--- config.mk ---
export PLATFORM = sky130hd
export DESIGN_NAME = pxl_readout_fifo_flat
export DESIGN_NICKNAME = d
export VERILOG_FILES = /design/src/rtl/pxl_readout_fifo_if.sv /design/src/rtl/pxl_readout_fifo.sv /design/src/flat_wrapper.sv
export SDC_FILE = /design/constraint.sdc
export NUM_CORES = 1
export LEC_CHECK = 0
export ABC_CLOCK_PERIOD_IN_PS = 4000
export BUFFER_PORTS_ARGS = -buffer_cell sky130_fd_sc_hd__buf_2
export CORE_UTILIZATION = 50
export DETAILED_ROUTE_END_ITERATION = 8
export GPL_TIMING_DRIVEN = 0
export PLACE_DENSITY = 0.69
export SYNTH_ARGS = -nofsm -noshare
export SYNTH_HDL_FRONTEND = slang
export SYNTH_SLANG_ARGS = --single-unit
--- constraint.sdc ---
create_clock -name clk -period 4 [get_ports clk]
set_input_delay 0.6 -clock clk [delete_from_list [all_inputs] [get_ports clk]]
set_output_delay 0.6 -clock clk [all_outputs]
set_load 0.02 [all_outputs]
--- src/rtl/pxl_readout_fifo_if.sv ---
// rtl/pxl_readout_fifo_if.sv - pixel readout FIFO bus: capture, pop and status signals
//
// Groups every pxl_readout_fifo signal except clk/rst.
//   master : pixel FSM / Wishbone side. Drives capture inputs, rd_en, clr_i and
//            irq_thresh, and observes rd_data and the status outputs.
//   slave  : the FIFO itself.
interface pxl_readout_fifo_if #(
  parameter int DEPTH = 8,
  parameter int DW    = 16
);
  localparam int LW = $clog2(DEPTH) + 1;

  logic          pxl_done_i;
  logic          kernel_done_i;
  logic [3:0]    pxl_q_i;
  logic [DW-1:0] data_i;
  logic          rd_en;
  logic          clr_i;
  logic [LW-1:0] irq_thresh;

  logic [DW+4:0] rd_data;
  logic          rd_valid;
  logic [LW-1:0] level;
  logic          empty;
  logic          full;
  logic          ovf;
  logic [7:0]    drop_cnt;
  logic          irq_o;

  modport master (
    output pxl_done_i, kernel_done_i, pxl_q_i, data_i, rd_en, clr_i, irq_thresh,
    input  rd_data, rd_valid, level, empty, full, ovf, drop_cnt, irq_o
  );

  modport slave (
    input  pxl_done_i, kernel_done_i, pxl_q_i, data_i, rd_en, clr_i, irq_thresh,
    output rd_data, rd_valid, level, empty, full, ovf, drop_cnt, irq_o
  );
endinterface

--- src/rtl/pxl_readout_fifo.sv ---
// rtl/pxl_readout_fifo.sv - edge-triggered pixel result capture FIFO with sticky overflow and level irq
//
// Ports:
//   clk  : system clock, rising edge
//   rst  : synchronous active-high reset
//   bus  : pxl_readout_fifo_if.slave
//          pxl_done_i/kernel_done_i/pxl_q_i/data_i : capture side (pixel FSM)
//          rd_en, rd_data, rd_valid                : pop side, one-cycle read latency
//          clr_i                                   : flush and clear sticky status
//          irq_thresh, irq_o                       : level interrupt (threshold 0 disables)
//          level, empty, full, ovf, drop_cnt       : status
module pxl_readout_fifo #(
  parameter int DEPTH = 8,
  parameter int DW    = 16
) (
  input  logic                clk,
  input  logic                rst,
  pxl_readout_fifo_if.slave   bus
);
  localparam int AW = $clog2(DEPTH);
  localparam int LW = AW + 1;
  localparam int EW = DW + 5;

  // Edge-detect history
  logic          pxl_prev;
  logic          kd_prev;

  // Storage and pointers
  logic [EW-1:0] mem [DEPTH];
  logic [AW-1:0] wr_ptr;
  logic [AW-1:0] rd_ptr;
  logic [LW-1:0] level_q;

  // Output registers
  logic [EW-1:0] rd_data_q;
  logic          rd_valid_q;
  logic          ovf_q;
  logic [7:0]    drop_cnt_q;
  logic          irq_q;

  // Combinational decode
  logic          capture;
  logic          kernel_rise;
  logic          empty_c;
  logic          full_c;
  logic          rd_accept;
  logic          wr_accept;
  logic          drop;
  logic [LW-1:0] level_next;
  logic          irq_next;
  logic [EW-1:0] entry;

  function automatic logic [AW-1:0] next_ptr(input logic [AW-1:0] p);
    return (p == AW'(DEPTH - 1)) ? '0 : p + AW'(1);
  endfunction

  assign capture     = bus.pxl_done_i & ~pxl_prev;
  assign kernel_rise = bus.kernel_done_i & ~kd_prev;

  assign empty_c = (level_q == '0);
  assign full_c  = (level_q == LW'(DEPTH));

  always_comb begin
    rd_accept  = 1'b0;
    wr_accept  = 1'b0;
    drop       = 1'b0;
    level_next = level_q;
    irq_next   = 1'b0;
    // A kernel-done edge coinciding with the capture tags it as well; since an
    // edge implies the level is high this reduces to the sampled level.
    entry      = {bus.kernel_done_i | kernel_rise, bus.pxl_q_i, bus.data_i};

    rd_accept = bus.rd_en & ~empty_c;
    // When full, a same-cycle pop frees the slot being written, so nothing is lost.
    wr_accept = capture & (~full_c | rd_accept);
    drop      = capture & full_c & ~rd_accept;

    level_next = level_q + LW'(wr_accept) - LW'(rd_accept);
    // Registered from level_next so irq_o changes in the same cycle as level.
    irq_next   = (bus.irq_thresh != '0) && (level_next >= bus.irq_thresh);
  end

  // Edge-detect flops: only rst clears them; clr_i must not cause a spurious
  // edge on a pxl_done_i level that is already high.
  always_ff @(posedge clk) begin
    if (rst) begin
      pxl_prev <= 1'b0;
      kd_prev  <= 1'b0;
    end else begin
      pxl_prev <= bus.pxl_done_i;
      kd_prev  <= bus.kernel_done_i;
    end
  end

  // Storage array has no reset; resetting the pointers discards its contents.
  always_ff @(posedge clk) begin
    if (!rst && !bus.clr_i && wr_accept) begin
      mem[wr_ptr] <= entry;
    end
  end

  always_ff @(posedge clk) begin
    if (rst) begin
      wr_ptr     <= '0;
      rd_ptr     <= '0;
      level_q    <= '0;
      rd_data_q  <= '0;
      rd_valid_q <= 1'b0;
      ovf_q      <= 1'b0;
      drop_cnt_q <= '0;
      irq_q      <= 1'b0;
    end else if (bus.clr_i) begin
      // Flush; rd_data keeps the last popped word for software to inspect.
      wr_ptr     <= '0;
      rd_ptr     <= '0;
      level_q    <= '0;
      rd_valid_q <= 1'b0;
      ovf_q      <= 1'b0;
      drop_cnt_q <= '0;
      irq_q      <= 1'b0;
    end else begin
      level_q    <= level_next;
      irq_q      <= irq_next;
      rd_valid_q <= rd_accept;

      if (wr_accept) begin
        wr_ptr <= next_ptr(wr_ptr);
      end

      if (rd_accept) begin
        // Reads the pre-edge contents, so a same-cycle write at the same slot
        // (full FIFO) does not disturb the word being popped.
        rd_data_q <= mem[rd_ptr];
        rd_ptr    <= next_ptr(rd_ptr);
      end

      if (drop) begin
        ovf_q <= 1'b1;
        if (drop_cnt_q != 8'hFF) begin
          drop_cnt_q <= drop_cnt_q + 8'd1;
        end
      end
    end
  end

  assign bus.rd_data  = rd_data_q;
  assign bus.rd_valid = rd_valid_q;
  assign bus.level    = level_q;
  assign bus.empty    = empty_c;
  assign bus.full     = full_c;
  assign bus.ovf      = ovf_q;
  assign bus.drop_cnt = drop_cnt_q;
  assign bus.irq_o    = irq_q;

endmodule

--- src/flat_wrapper.sv ---
// flat-port wrapper written by rule: the top's interface ports become plain ports
module pxl_readout_fifo_flat 
#(
  parameter int DEPTH = 8,
  parameter int DW    = 16
)
  (clk, rst, bus_pxl_done_i, bus_kernel_done_i, bus_pxl_q_i, bus_data_i, bus_rd_en, bus_clr_i, bus_irq_thresh, bus_rd_data, bus_rd_valid, bus_level, bus_empty, bus_full, bus_ovf, bus_drop_cnt, bus_irq_o);
  pxl_readout_fifo_if #(.DEPTH(DEPTH), .DW(DW)) bus_i ();
  input  logic clk;
  input  logic rst;
  input wire logic [$bits(bus_i.pxl_done_i)-1:0] bus_pxl_done_i;
  input wire logic [$bits(bus_i.kernel_done_i)-1:0] bus_kernel_done_i;
  input wire logic [$bits(bus_i.pxl_q_i)-1:0] bus_pxl_q_i;
  input wire logic [$bits(bus_i.data_i)-1:0] bus_data_i;
  input wire logic [$bits(bus_i.rd_en)-1:0] bus_rd_en;
  input wire logic [$bits(bus_i.clr_i)-1:0] bus_clr_i;
  input wire logic [$bits(bus_i.irq_thresh)-1:0] bus_irq_thresh;
  output wire logic [$bits(bus_i.rd_data)-1:0] bus_rd_data;
  output wire logic [$bits(bus_i.rd_valid)-1:0] bus_rd_valid;
  output wire logic [$bits(bus_i.level)-1:0] bus_level;
  output wire logic [$bits(bus_i.empty)-1:0] bus_empty;
  output wire logic [$bits(bus_i.full)-1:0] bus_full;
  output wire logic [$bits(bus_i.ovf)-1:0] bus_ovf;
  output wire logic [$bits(bus_i.drop_cnt)-1:0] bus_drop_cnt;
  output wire logic [$bits(bus_i.irq_o)-1:0] bus_irq_o;
  assign bus_i.pxl_done_i = bus_pxl_done_i;
  assign bus_i.kernel_done_i = bus_kernel_done_i;
  assign bus_i.pxl_q_i = bus_pxl_q_i;
  assign bus_i.data_i = bus_data_i;
  assign bus_i.rd_en = bus_rd_en;
  assign bus_i.clr_i = bus_clr_i;
  assign bus_i.irq_thresh = bus_irq_thresh;
  assign bus_rd_data = bus_i.rd_data;
  assign bus_rd_valid = bus_i.rd_valid;
  assign bus_level = bus_i.level;
  assign bus_empty = bus_i.empty;
  assign bus_full = bus_i.full;
  assign bus_ovf = bus_i.ovf;
  assign bus_drop_cnt = bus_i.drop_cnt;
  assign bus_irq_o = bus_i.irq_o;
  pxl_readout_fifo #(.DEPTH(DEPTH), .DW(DW)) u_core (.clk(clk), .rst(rst), .bus(bus_i));
endmodule
== Word level (Yosys, flattened, before mapping) ==
Memory sizes are Yosys's and may differ from the RTL's. A register that Yosys moved wholly into a read port is not among the register bits.
Cells that the tools add are included.

* Add/subtract/negate cells: 5
* Magnitude comparators: 1
* Equal/unequal tests: 4
* Mux-type cells: 4
* Bitwise gates (word level): 14
* Reductions and logical operators: 10

{| class="wikitable"
|+ Operators by type and width
! cell !! count
|-
| $add A8 B1 Y8 const B || 1
|-
| $ne A8 B8 Y1 const B || 1
|-
| $add A3 B1 Y3 const B || 2
|-
| $and A1 B1 Y1 || 6
|-
| $eq A3 B3 Y1 const B || 2
|-
| $mux W3 || 2
|-
| $not A1 Y1 || 6
|-
| $add A4 B1 Y4 || 1
|-
| $eq A4 B4 Y1 const B || 1
|-
| $ge A4 B4 Y1 || 1
|-
| $logic_not A4 Y1 || 1
|-
| $reduce_and A2 Y1 || 2
|-
| $reduce_bool A4 Y1 || 1
|-
| $sub A4 B1 Y4 || 1
|-
| $logic_and A1 B1 Y1 || 3
|-
| $logic_not A1 Y1 || 2
|-
| $mux W1 || 2
|-
| $or A1 B1 Y1 || 2
|-
| $reduce_or A2 Y1 || 1
|}

* Bits in registers: 23
* RAM bits: 168
* Output and inout port bits: 38
* Word-level logic and storage cells: 48
* Memories: 1

{| class="wikitable"
|+ Memory list
! name !! words !! bits a word !! read ports !! clocked after Yosys merged registers in !! wr ports !! line !! text
|-
| u_core.mem || 8 || 21 || 1 || 1 || 1 || pxl_readout_fifo.sv:29 || <nowiki>logic [EW-1:0] mem [DEPTH];</nowiki>
|}

== Depth between registers and ports, before layout ==
Gate-level depths: netlist (run 1).

* Depth in word-level cells: 9
* Gate-level depth with buffers: 13
* Gate-level depth less buffers: 12

== Worst setup path before layout (run 1) ==
Ideal clock, no wire load.

* Path type: input port to flip-flop
* Start: input bus_rd_en
* End: memory u_core.mem[1][0] (netlist name), enable pin
* Setup time: 0.425 ns
* Arrival: 2.956 ns
* Required time: 3.575 ns
* Path slack: 0.618 ns
* Cell stages on the path: 5
* Path buffers: 1
* Path through: clkbuf_1 nand2b_1 a21boi_2 nand3_1 nor3_1

* Word-level cells in the longest chain between the ends: 6

{| class="wikitable"
|+ RTL lines
! item !! line !! text
|-
| from (decl) || flat_wrapper.sv:15 || <nowiki>input wire logic [$bits(bus_i.rd_en)-1:0] bus_rd_en;</nowiki>
|-
| $and A1 B1 Y1 || pxl_readout_fifo.sv:73 || <nowiki>rd_accept = bus.rd_en & ~empty_c;</nowiki>
|-
| $or A1 B1 Y1 || pxl_readout_fifo.sv:75 || <nowiki>wr_accept = capture & (~full_c | rd_accept);</nowiki>
|-
| $and A1 B1 Y1 || pxl_readout_fifo.sv:75 ||
|-
| named net u_core.wr_accept || pxl_readout_fifo.sv:47 || <nowiki>logic wr_accept;</nowiki>
|-
| $logic_and A1 B1 Y1 || pxl_readout_fifo.sv:97 || <nowiki>if (!rst && !bus.clr_i && wr_accept) begin</nowiki>
|-
| $mux W1 || pxl_readout_fifo.sv:97 ||
|-
| $mux W1 (not written as such) || pxl_readout_fifo.sv:98 || <nowiki>mem[wr_ptr] <= entry;</nowiki>
|-
| to (decl) || pxl_readout_fifo.sv:29 ||
|}

The timed path passes the listed nets, and every way through them passes these cells.

== Worst setup path in the final report (run 1) ==
* Start: register u_core.level_q[2] (netlist: u_core.bus.level[2])
* End: register u_core.irq_q (netlist: u_core.bus.irq_o)

* Word-level cells in the longest chain between the ends: 9
* Elaborated cells on any way between the ends: 11
* Those cells by class: 2 x add/sub; 1 x order compare; 1 x eq/ne; 5 x bitwise; 2 x reduce/logical

{| class="wikitable"
|+ RTL lines
! item !! line !! text
|-
| from (decl) || pxl_readout_fifo.sv:32 || <nowiki>logic [LW-1:0] level_q;</nowiki>
|-
| from (signal assigned) || pxl_readout_fifo.sv:122 || <nowiki>level_q <= level_next;</nowiki>
|-
| $logic_not A4 Y1 || pxl_readout_fifo.sv:60 || <nowiki>assign empty_c = (level_q == '0);</nowiki>
|-
| $not A1 Y1 || pxl_readout_fifo.sv:73 ||
|-
| $and A1 B1 Y1 || pxl_readout_fifo.sv:73 ||
|-
| $or A1 B1 Y1 || pxl_readout_fifo.sv:75 ||
|-
| $and A1 B1 Y1 || pxl_readout_fifo.sv:75 ||
|-
| $add A4 B1 Y4 || pxl_readout_fifo.sv:78 || <nowiki>level_next = level_q + LW'(wr_accept) - LW'(rd_accept);</nowiki>
|-
| $sub A4 B1 Y4 * || pxl_readout_fifo.sv:78 ||
|-
| named net u_core.level_next[1] || pxl_readout_fifo.sv:49 || <nowiki>logic [LW-1:0] level_next;</nowiki>
|-
| $ge A4 B4 Y1 * || pxl_readout_fifo.sv:80 || <nowiki>irq_next = (bus.irq_thresh != '0) && (level_next >= bus.irq_thresh);</nowiki>
|-
| $logic_and A1 B1 Y1 * || pxl_readout_fifo.sv:80 ||
|-
| to (signal assigned) || pxl_readout_fifo.sv:123 || <nowiki>irq_q <= irq_next;</nowiki>
|-
| to (decl) || pxl_readout_fifo.sv:39 || <nowiki>logic irq_q;</nowiki>
|}

The timed path passes the listed nets; every way through them passes the cells marked *.
A chain may end at the register's enable or synchronous reset.

==> results.toml, run 1 <==
[detailed_routing]
post_drt_wl_per_cell_um = 20.6
viasPerCell = 5.60
drtAntennaViolNets = 0
vias = 4426
drc = 0
drt_wl_total_um = 16300
drt_iter0_drc = 273
drt-pass1-iter-count = 4

[final_layout]
area_delta_synth_final_pct = 18.3
diodes = 0
finalNonFillerCells = 791
fin_nets = 604
layout-drive-gt1-share_pct = 29.9
finalInstanceArea_mm2 = 0.00958

[floorplan]
start_util_pct = 51.2
die_area_mm2 = 0.0167
core-area_mm2 = 0.0158
row_count = 46
die_h_um = 129
die_w_um = 129
ioPinCount = 68

[yosys]
synth_seq_cells = 211
synth_top_area_cell = "edfxtp_1"
synth_most_common_cell = "edfxtp_1"
ys_top_cells_by_count = "168 x edfxtp_1, 48 x nand2_1, 43 x dfxtp_1, 42 x mux4_2, 20 x a22oi_1"
syn_inst = 459
synth_cell_types = 40
ys_top_cells_by_area = "edfxtp_1 62%, mux4_2 12%, dfxtp_1 11%"
ys_seq_area_share_pct = 72.9
synth_edf_count = 168
yosys_warnings = 0
avgSynthCellArea_um2 = 17.6
syn_area_mm2 = 0.00810
async_flop_share_pct = 0
synth_flop_cell = "edfxtp_1"
syn_nets = 504
yosysTopAreaCellShare_pct = 62.3

[sta]
rsz0062_at_grt = "false"
timing.final.hold_violations = 0
setup_viol = 0
fin_worst_skew_ps = 5.54
finalCritPeriodShare_pct = 74.9
setup_ws_ps = 1010
fin_hold_ws_ps = 303
maxSlewHeadroom_pct = 45.0
maxSlewViolCount = 0
period_minus_slack_ps = 2990
max_freq_mhz = 334
worstMarginPinSlew_ps = 820

[hold_path]
hold_depth = 2
min_path_type = "input port to flip-flop"

[cts]
clkLatencyLatePin_ps = 500
cts.sinks = 211
cts_hold_buf = 0
cts_max_level = 1
cts_buffers = 22
clkTransAtPathRegs_ps = 60
postCtsSetupRepairBufs = 0
cts_resized = 0
clock_path_buffers = 3
root_buffer = "clkbuf_16"
cts_tree = "yes"

[pwr]
p_leak_nw = 3.38
irDropWorstVdd_mv = 0.358
power.density_mw_per_mm2 = 539

[job]
cap_violations = 0

[setup_path]
critPathArrivalTime_ps = 3370
path_class = "flip-flop to flip-flop"
required_ps = 4370
r2r_cells = 12
worst-r2r-setup-slack_ps = 1010
critical_path.max_fanout = 8
setup.worst_path.end_class = "flip-flop"
start_kind = "flip-flop"

[placed_design]
place_area_mm2 = 0.00889
dp.cells = 751
pre_cts_ws_ps = 939
portBuffers = 65
gp_congestion = 0.743
hpwlAfterDp_um = 10300

[global_routing]
grt_use_total_pct = 20.2
grt_max_degree = 15
grt_pass1_wl_um = 24600
antenna_found_initial = 0
grt_pass1_vias = 4374
grt-ovfl-total = 0

[run_status]
run_status = "complete, no violations"
## final cells by class
class,count,area [um^2]
Tap cell,216,270
Clock buffer,38,683
Clock inverter,2,8.76
Inverter,13,48.8
Sequential cell,211,5910
Multi-Input combinational cell,212,2060
Timing Repair Buffer,76,497
Buffer,23,109
Fill cell,1164,6250
## cell families after synthesis
kind of cell,count (synthesis),share of synthesized area [%]
flops,211,72.9
simple gates,103,6.41
compound gates,47,4.02
mux,45,12.1
buf+inv,36,1.95
fa+ha+maj,15,2.41
xor+xnor,2,0.216
## cell usage in the layout (no fill, tap or decap), drive strengths merged, types with 2 or more instances in the layout
cell type and instances:
a21o 2, a21oi 11, a22oi 20, a31oi 2, and2 3, and4 3
buf 89, clkbuf 48, clkinv 2, dfxtp 43, edfxtp 168, ha 14
inv 13, mux2i 3, mux4 42, nand2 48, nand2b 4, nand3 8
nand3b 2, nor2 16, nor3 4, o21ai 3, o31ai 3, o41ai 3
or3 2, or4 5, xor2 2
## worst max-delay path, stage by stage (launching register included)
cell and delay (ps):
dfxtp_1 310, inv_1 100, ha_1 180, or3b_1 350, clkbuf_1 200, nand3_1 190
o21ai_0 110, ha_1 230, fa_1 460, ha_1 290, a21o_1 160, a211oi_1 220
nor3_1 70
## metal layers
layer | GRT usage (%) | routed length (um)
met1 | 27.5 | 6970
met2 | 33.6 | 8000
met3 | 3.34 | 985
met4 | 6.44 | 314
met5 | 0 | 0
## sequential cells by signal (all words and copies together), names as in the netlist
register	flops
u_core.bus.drop_cnt	8
u_core.bus.ovf	1
u_core.pxl_prev	1
u_core.rd_ptr	3
u_core.wr_ptr	3
u_core.bus.rd_data	21
u_core.bus.level	4
u_core.bus.irq_o	1
u_core.mem	168
u_core.bus.rd_valid	1
## final timing paths
check | from | end
max | u_core.bus.level[2] | u_core.bus.irq_o
min | rst | u_core.pxl_prev
max reg2reg | u_core.bus.level[2] | u_core.bus.irq_o
min reg2reg | u_core.bus.rd_data[16] | u_core.bus.rd_data[16]
## power breakdown
group | internal, W | switching [W] | total, W
clock | 0.00115 | 0.000775 | 0.00193
combinational | 0.000318 | 0.000447 | 0.000765
sequential | 0.00244 | 0.0000369 | 0.00247
total | 0.00391 | 0.00126 | 0.00517
## per-stage QoR
step | total power (W) | util (%) | TNS [ps]
floorplan | 0.00306 | - | 0
global placement | 0.00325 | 54.9 | -42850
detailed placement | 0.00329 | 56.2 | 0
CTS | 0.00521 | 60.5 | 0
global route | 0.00537 | 60.5 | 0
finish | 0.00517 | 60.5 | 0
No activity file was read; power rests on OpenSTA's default activity.
==> run 2, diff against run 1 <==
- ABC_AREA: unset -> 1
- ABC_CLOCK_PERIOD_IN_PS: 4000 -> 2860
- PLACE_DENSITY: 0.69 -> 0.68
- clock period: 4 -> 2.86 ns (I/O delays scaled with it)
==> results.toml, run 2 <==
[run_status]
run_status = "complete, no violations"

[final_layout]
mostFrequentLayoutCells = "267 x nand2_1, 168 x edfxtp_1, 156 x inv_1"
finalInstanceArea_mm2 = 0.0106
fin_util_pct = 60.3
diodes = 0
layout-drive-gt1-share_pct = 14.8
regMostFlops = "u_core.mem"
area_delta_synth_final_pct = 16.5
finalNonFillerCells = 1261
seq_area_mm2 = 0.00591
nFillCells = 1469
final_common_cell = "nand2_1"
largest_reg_flops = 168
multiInputGateArea_mm2 = 0.00237
fin_nets = 1066

[placed_design]
gp_congestion = 0.808
portBuffers = 66
hpwlAfterDp_um = 13800
place_area_mm2 = 0.00988
dp.cells = 1219

[yosys]
syn_inst = 921
ys_top_cells_by_area = "edfxtp_1 56%, nand2_1 11%, dfxtp_1 9.5%"
async_flop_share_pct = 0
synth_seq_cells = 211
syn_nets = 966
synth_most_common_cell = "nand2_1"
avgSynthCellArea_um2 = 9.85
ys_top_cells_by_count = "268 x nand2_1, 168 x edfxtp_1, 157 x inv_1, 132 x nand3_1, 43 x dfxtp_1"
synth_edf_count = 168
synth_flop_cell = "edfxtp_1"
synth_top_area_cell = "edfxtp_1"
yosys_warnings = 0
syn_area_mm2 = 0.00907
yosysTopAreaCellShare_pct = 55.6
ys_seq_area_share_pct = 65.1
synth_cell_types = 26

[detailed_routing]
drtAntennaViolNets = 0
drt_iter0_drc = 637
post_drt_wl_per_cell_um = 16.9
vias = 6518
drt_wl_total_um = 21400
viasPerCell = 5.17
drt-pass1-iter-count = 7
drc = 0

[global_routing]
grt_pass1_wl_um = 32800
grt_use_total_pct = 23.9
grt_max_degree = 22
grt_pass1_vias = 6113
grt-ovfl-total = 0
antenna_found_initial = 0

[floorplan]
ioPinCount = 68
die_h_um = 137
start_util_pct = 51.7
die_w_um = 137
row_count = 48
core-area_mm2 = 0.0175
die_area_mm2 = 0.0187

[cts]
cts_tree = "yes"
root_buffer = "clkbuf_16"
clkTransAtPathRegs_ps = 60
cts_max_level = 1
clkLatencyLatePin_ps = 500
cts.sinks = 211
cts_buffers = 22
clock_path_buffers = 3

[setup_path]
r2r_start = "u_core.bus.level[2]"
r2r_cells = 17
max_stage_delay_ps = 380
required_ps = 3260
setup.worst_path.end_class = "flip-flop"
path_class = "flip-flop to flip-flop"
worst-r2r-setup-slack_ps = 160
crit_path_top_delay_cell = "fa_1"
worstSetupEndpoint = "u_core.bus.irq_o"
critPathTopFamily = "adder cells"
cp.depth = 17
r2r_end = "u_core.bus.irq_o"
crit_path_start = "u_core.bus.level[2]"
critical_path.max_fanout = 10
path_buf_inv = 4
path_cells = "inv_2, ha_1, nand2_2, nand2_2, buf_6, nand2_1, nand2_2, inv_2, ha_1, fa_1, or2_2, nand2_1, ha_1, o211ai_1, nand3_1, nand2_1, inv_1"
critPathArrivalTime_ps = 3100
start_kind = "flip-flop"

[sta]
period_minus_slack_ps = 2700
worstMarginPinSlew_ps = 809
max_freq_mhz = 370
maxSlewViolCount = 0
timing.final.hold_violations = 0
setup_tns_ps = 0
rsz0062_at_grt = "false"
maxSlewHeadroom_pct = 46.0
setup_viol = 0
fin_worst_skew_ps = 5.94
finalCritPeriodShare_pct = 94.5

[pwr]
power_frac_comb_pct = 20.3
power.density_mw_per_mm2 = 720
pwr-share-clk_pct = 34.3
p_leak_nw = 4.58
intPower_w = 0.00543
p_sw_share_pct = 28.7
switchingPower_w = 0.00219
irDropWorstVdd_mv = 0.486
p_seq_share_pct = 45.4

[hold_path]
hold_depth = 3
min_path_type = "input port to flip-flop"

[job]
cap_violations = 0
run 2: worst min path at each step:
stage	to	from	slack (ps)
after floorplan	u_core.wr_ptr[1]	u_core.wr_ptr[1]	490
after global placement	u_core.bus.rd_data[5]	u_core.bus.rd_data[5]	450
after detailed placement	u_core.bus.ovf	u_core.bus.ovf	450
after CTS	u_core.pxl_prev	bus_pxl_done_i	140
after global routing	u_core.pxl_prev	bus_pxl_done_i	160
final	u_core.pxl_prev	bus_pxl_done_i	150
run 2: power groups by stage:
stage	Sequential, W	Combinational [W]	Clock, W
CTS	0.00345	0.00149	0.00263
finish	0.00346	0.00155	0.00261
floorplan	0.00360	0.000904	0
detailed placement	0.00352	0.00148	0
global route	0.00347	0.00171	0.00277
global placement	0.00352	0.00145	0
run 2: metrics by stage:
| step | power (W) | hold WS [ps] | setup slack [ps] |
|---|---|---|---|
| 2_1_floorplan | 0.00450 | 487 | 217 |
| 3_3_place_gp | 0.00497 | 450 | -1100 |
| 3_5_place_dp | 0.00500 | 452 | -133 |
| 4_1_cts | 0.00757 | 139 | 44.4 |
| 5_1_grt | 0.00795 | 165 | 2.09 |
| 6_report | 0.00761 | 152 | 157 |
run 2: cells by family after synthesis:
group                    share of synthesized area (%)
AND/OR/NAND/NOR                                   20.5
flip-flops                                        65.1
buffers and inverters                             9.28
AO/OA/AOI/OAI                                     2.59
adder cells (fa/ha/maj)                           2.15
XOR/XNOR                                         0.386
run 2: per-layer routing:
metal | wire length [um] | global-route usage, %
met5 | 0 | 0
met4 | 382 | 6.91
met3 | 1770 | 4.11
met2 | 10200 | 39.0
met1 | 8980 | 32.8
run 2: final cells by class:
class	count	area share, %
flip-flops and latches	211	55.9
multi-input cells	509	22.4
clock buffers	31	5.82
inverters	160	5.68
repair buffers	76	4.92
well taps	225	2.66
plain buffers	41	2.28
clock inverters	8	0.320
run 2: worst reg2reg max path, stage by stage (launching register included):
cell and delay [ps]:
dfxtp_1 310, inv_2 70, ha_1 150, nand2_2 70, nand2_2 110, buf_6 160
nand2_1 70, nand2_2 100, inv_2 70, ha_1 230, fa_1 380, or2_2 320
nand2_1 70, ha_1 230, o211ai_1 90, nand3_1 90, nand2_1 60, inv_1 30
run 2: what timing repair did:
item,4_1_cts,5_1_grt
hold buffers,0,0
setup endpoints to repair,0,1
buffers inserted,0,3
gates resized for setup,0,4
==> run 3, diff against run 2 <==
- CELL_PAD_IN_SITES_DETAIL_PLACEMENT: unset -> 1
- CELL_PAD_IN_SITES_GLOBAL_PLACEMENT: unset -> 1
- CORE_UTILIZATION: 50 -> 47
- CTS_CLUSTER_DIAMETER: unset -> 120
- HOLD_SLACK_MARGIN: unset -> 0.08
- PLACE_DENSITY: 0.68 -> unset
- PLACE_DENSITY_LB_ADDON: unset -> 0.1
==> results.toml, run 3 (synthesized netlist as in run 2, its figures left out) <==
[floorplan]
core-area_mm2 = 0.0188
ioPinCount = 68
die_area_mm2 = 0.0199
start_util_pct = 48.2
row_count = 50
die_h_um = 141
die_w_um = 141

[cts]
cts.sinks = 211
clkTransAtPathRegs_ps = 60
clkLatencyLatePin_ps = 510
cts_buffers = 23
clock_path_buffers = 3
cts_tree = "yes"
cts_max_level = 1
root_buffer = "clkbuf_16"
cts_hold_buf = 0

[global_routing]
grt-ovfl-total = 0
grt_max_degree = 22
grt_use_total_pct = 26.5
grt_pass1_vias = 6991
grt_pass1_wl_um = 38800
antenna_found_initial = 0

[sta]
maxSlewViolCount = 0
timing.final.hold_violations = 0
maxSlewHeadroom_pct = 37.3
fin_worst_skew_ps = 18.9
period_minus_slack_ps = 2650
rsz0062_at_grt = "false"
worstMarginPinSlew_ps = 938
setup_viol = 0
max_freq_mhz = 377
finalCritPeriodShare_pct = 92.6
fin_hold_ws_ps = 145

[placed_design]
place_area_mm2 = 0.00989
portBuffers = 66
dp.cells = 1253
hpwlAfterDp_um = 16500
gp_congestion = 0.772

[final_layout]
fin_nets = 1066
mostFrequentLayoutCells = "267 x nand2_1, 168 x edfxtp_1, 157 x inv_1"
finalInstanceArea_mm2 = 0.0106
fin_util_pct = 56.4
diodes = 0
nFillCells = 2127
final_common_cell = "nand2_1"
regMostFlops = "u_core.mem"
finalNonFillerCells = 1296
largest_reg_flops = 168
area_delta_synth_final_pct = 17.0
layout-drive-gt1-share_pct = 15.1

[pwr]
p_leak_nw = 4.58
power.density_mw_per_mm2 = 737
power_w = 0.00783
irDropWorstVdd_mv = 0.435

[detailed_routing]
met3_length_um = 1450
drt_iter0_drc = 355
vias = 6667
drt_wl_total_um = 25600
viasPerCell = 5.14
drtAntennaViolNets = 0
wl_met2_um = 13100
drc = 0
post_drt_wl_per_cell_um = 19.8
top_layer = "met4"
drt-met1-wl_um = 10400
drt-pass1-iter-count = 4

[setup_path]
required_ps = 3070
critPathArrivalTime_ps = 2860
worst-r2r-setup-slack_ps = 250
path_class = "input port to flip-flop"
r2r_end = "u_core.mem[5][3]"
start_kind = "input port"
setup.worst_path.end_class = "flip-flop"
critical_path.max_fanout = 11
r2r_cells = 11
r2r_start = "u_core.bus.level[2]"

[hold_path]
hold_depth = 3
whs_endpoint = "u_core.pxl_prev"
min_path_type = "input port to flip-flop"
worstHoldStart = "bus_pxl_done_i"

[run_status]
run_status = "complete, no violations"

[job]
cap_violations = 0
==> run 3: changes by cell type in the layout (fill, tap and decap cells not counted), sizes merged <==
cell and delta:
buf -1, clkbuf +3, clkinv -2
==> run 3: through the flow <==
step	setup slack [ps]	setup TNS [ps]
2_1_floorplan	217	0
3_3_place_gp	-1350	-189440
3_5_place_dp	-302	-21560
4_1_cts	46.0	0
5_1_grt	66.9	0
6_report	211	0
==> run 3: worst max-delay path by stage <==
stage	startpoint	endpoint	slack, ps	depth (start not counted)
3_3_place_gp	rst	u_core.mem[6][14]	-1350	6
5_1_grt	u_core.bus.level[2]	u_core.bus.irq_o	70	18
6_report	rst	u_core.mem[5][3]	210	7
3_5_place_dp	rst	u_core.mem[5][16]	-300	7
4_1_cts	u_core.bus.level[2]	u_core.bus.irq_o	50	17
2_1_floorplan	u_core.bus.level[2]	u_core.mem[1][0]	220	10
==> run 3: repair_timing <==
item                       in CTS  in global routing
setup buffers                   0                  3
setup endpoints to repair       0                  1
resized for setup               0                  6
==> run 3: area by class of cell <==
class                      instances  area (um^2)  area share, %
sequential                       211         5910           55.6
multi-input combinational        509         2390           22.5
clock buffer                      34          647           6.09
inverter                         160          603           5.68
timing repair buffer              75          480           4.52
tap                              260          325           3.06
buffer                            41          241           2.27
clock inverter                     6         27.5          0.259
==> run 3: layer usage <==
metal	vias up	global-route usage, %
li1	3169	-
met1	3243	32.3
met2	206	48.2
met3	49	3.80
met4	0	8.87
met5	-	0
==> run 3: critical path: stages <==
cell and delay, ps:
buf_2 160, nor2_1 560, inv_1 340, nor2_1 180, nand2_1 200, nor2_2 750
buf_16 230
==> run 3: power by group <==
group	switching, W	leakage, nW	internal (W)
logic	0.00108	2.38	0.000571
clock network	0.00116	0.333	0.00155
registers	0.0000541	1.86	0.00341
total	0.00230	4.58	0.00553
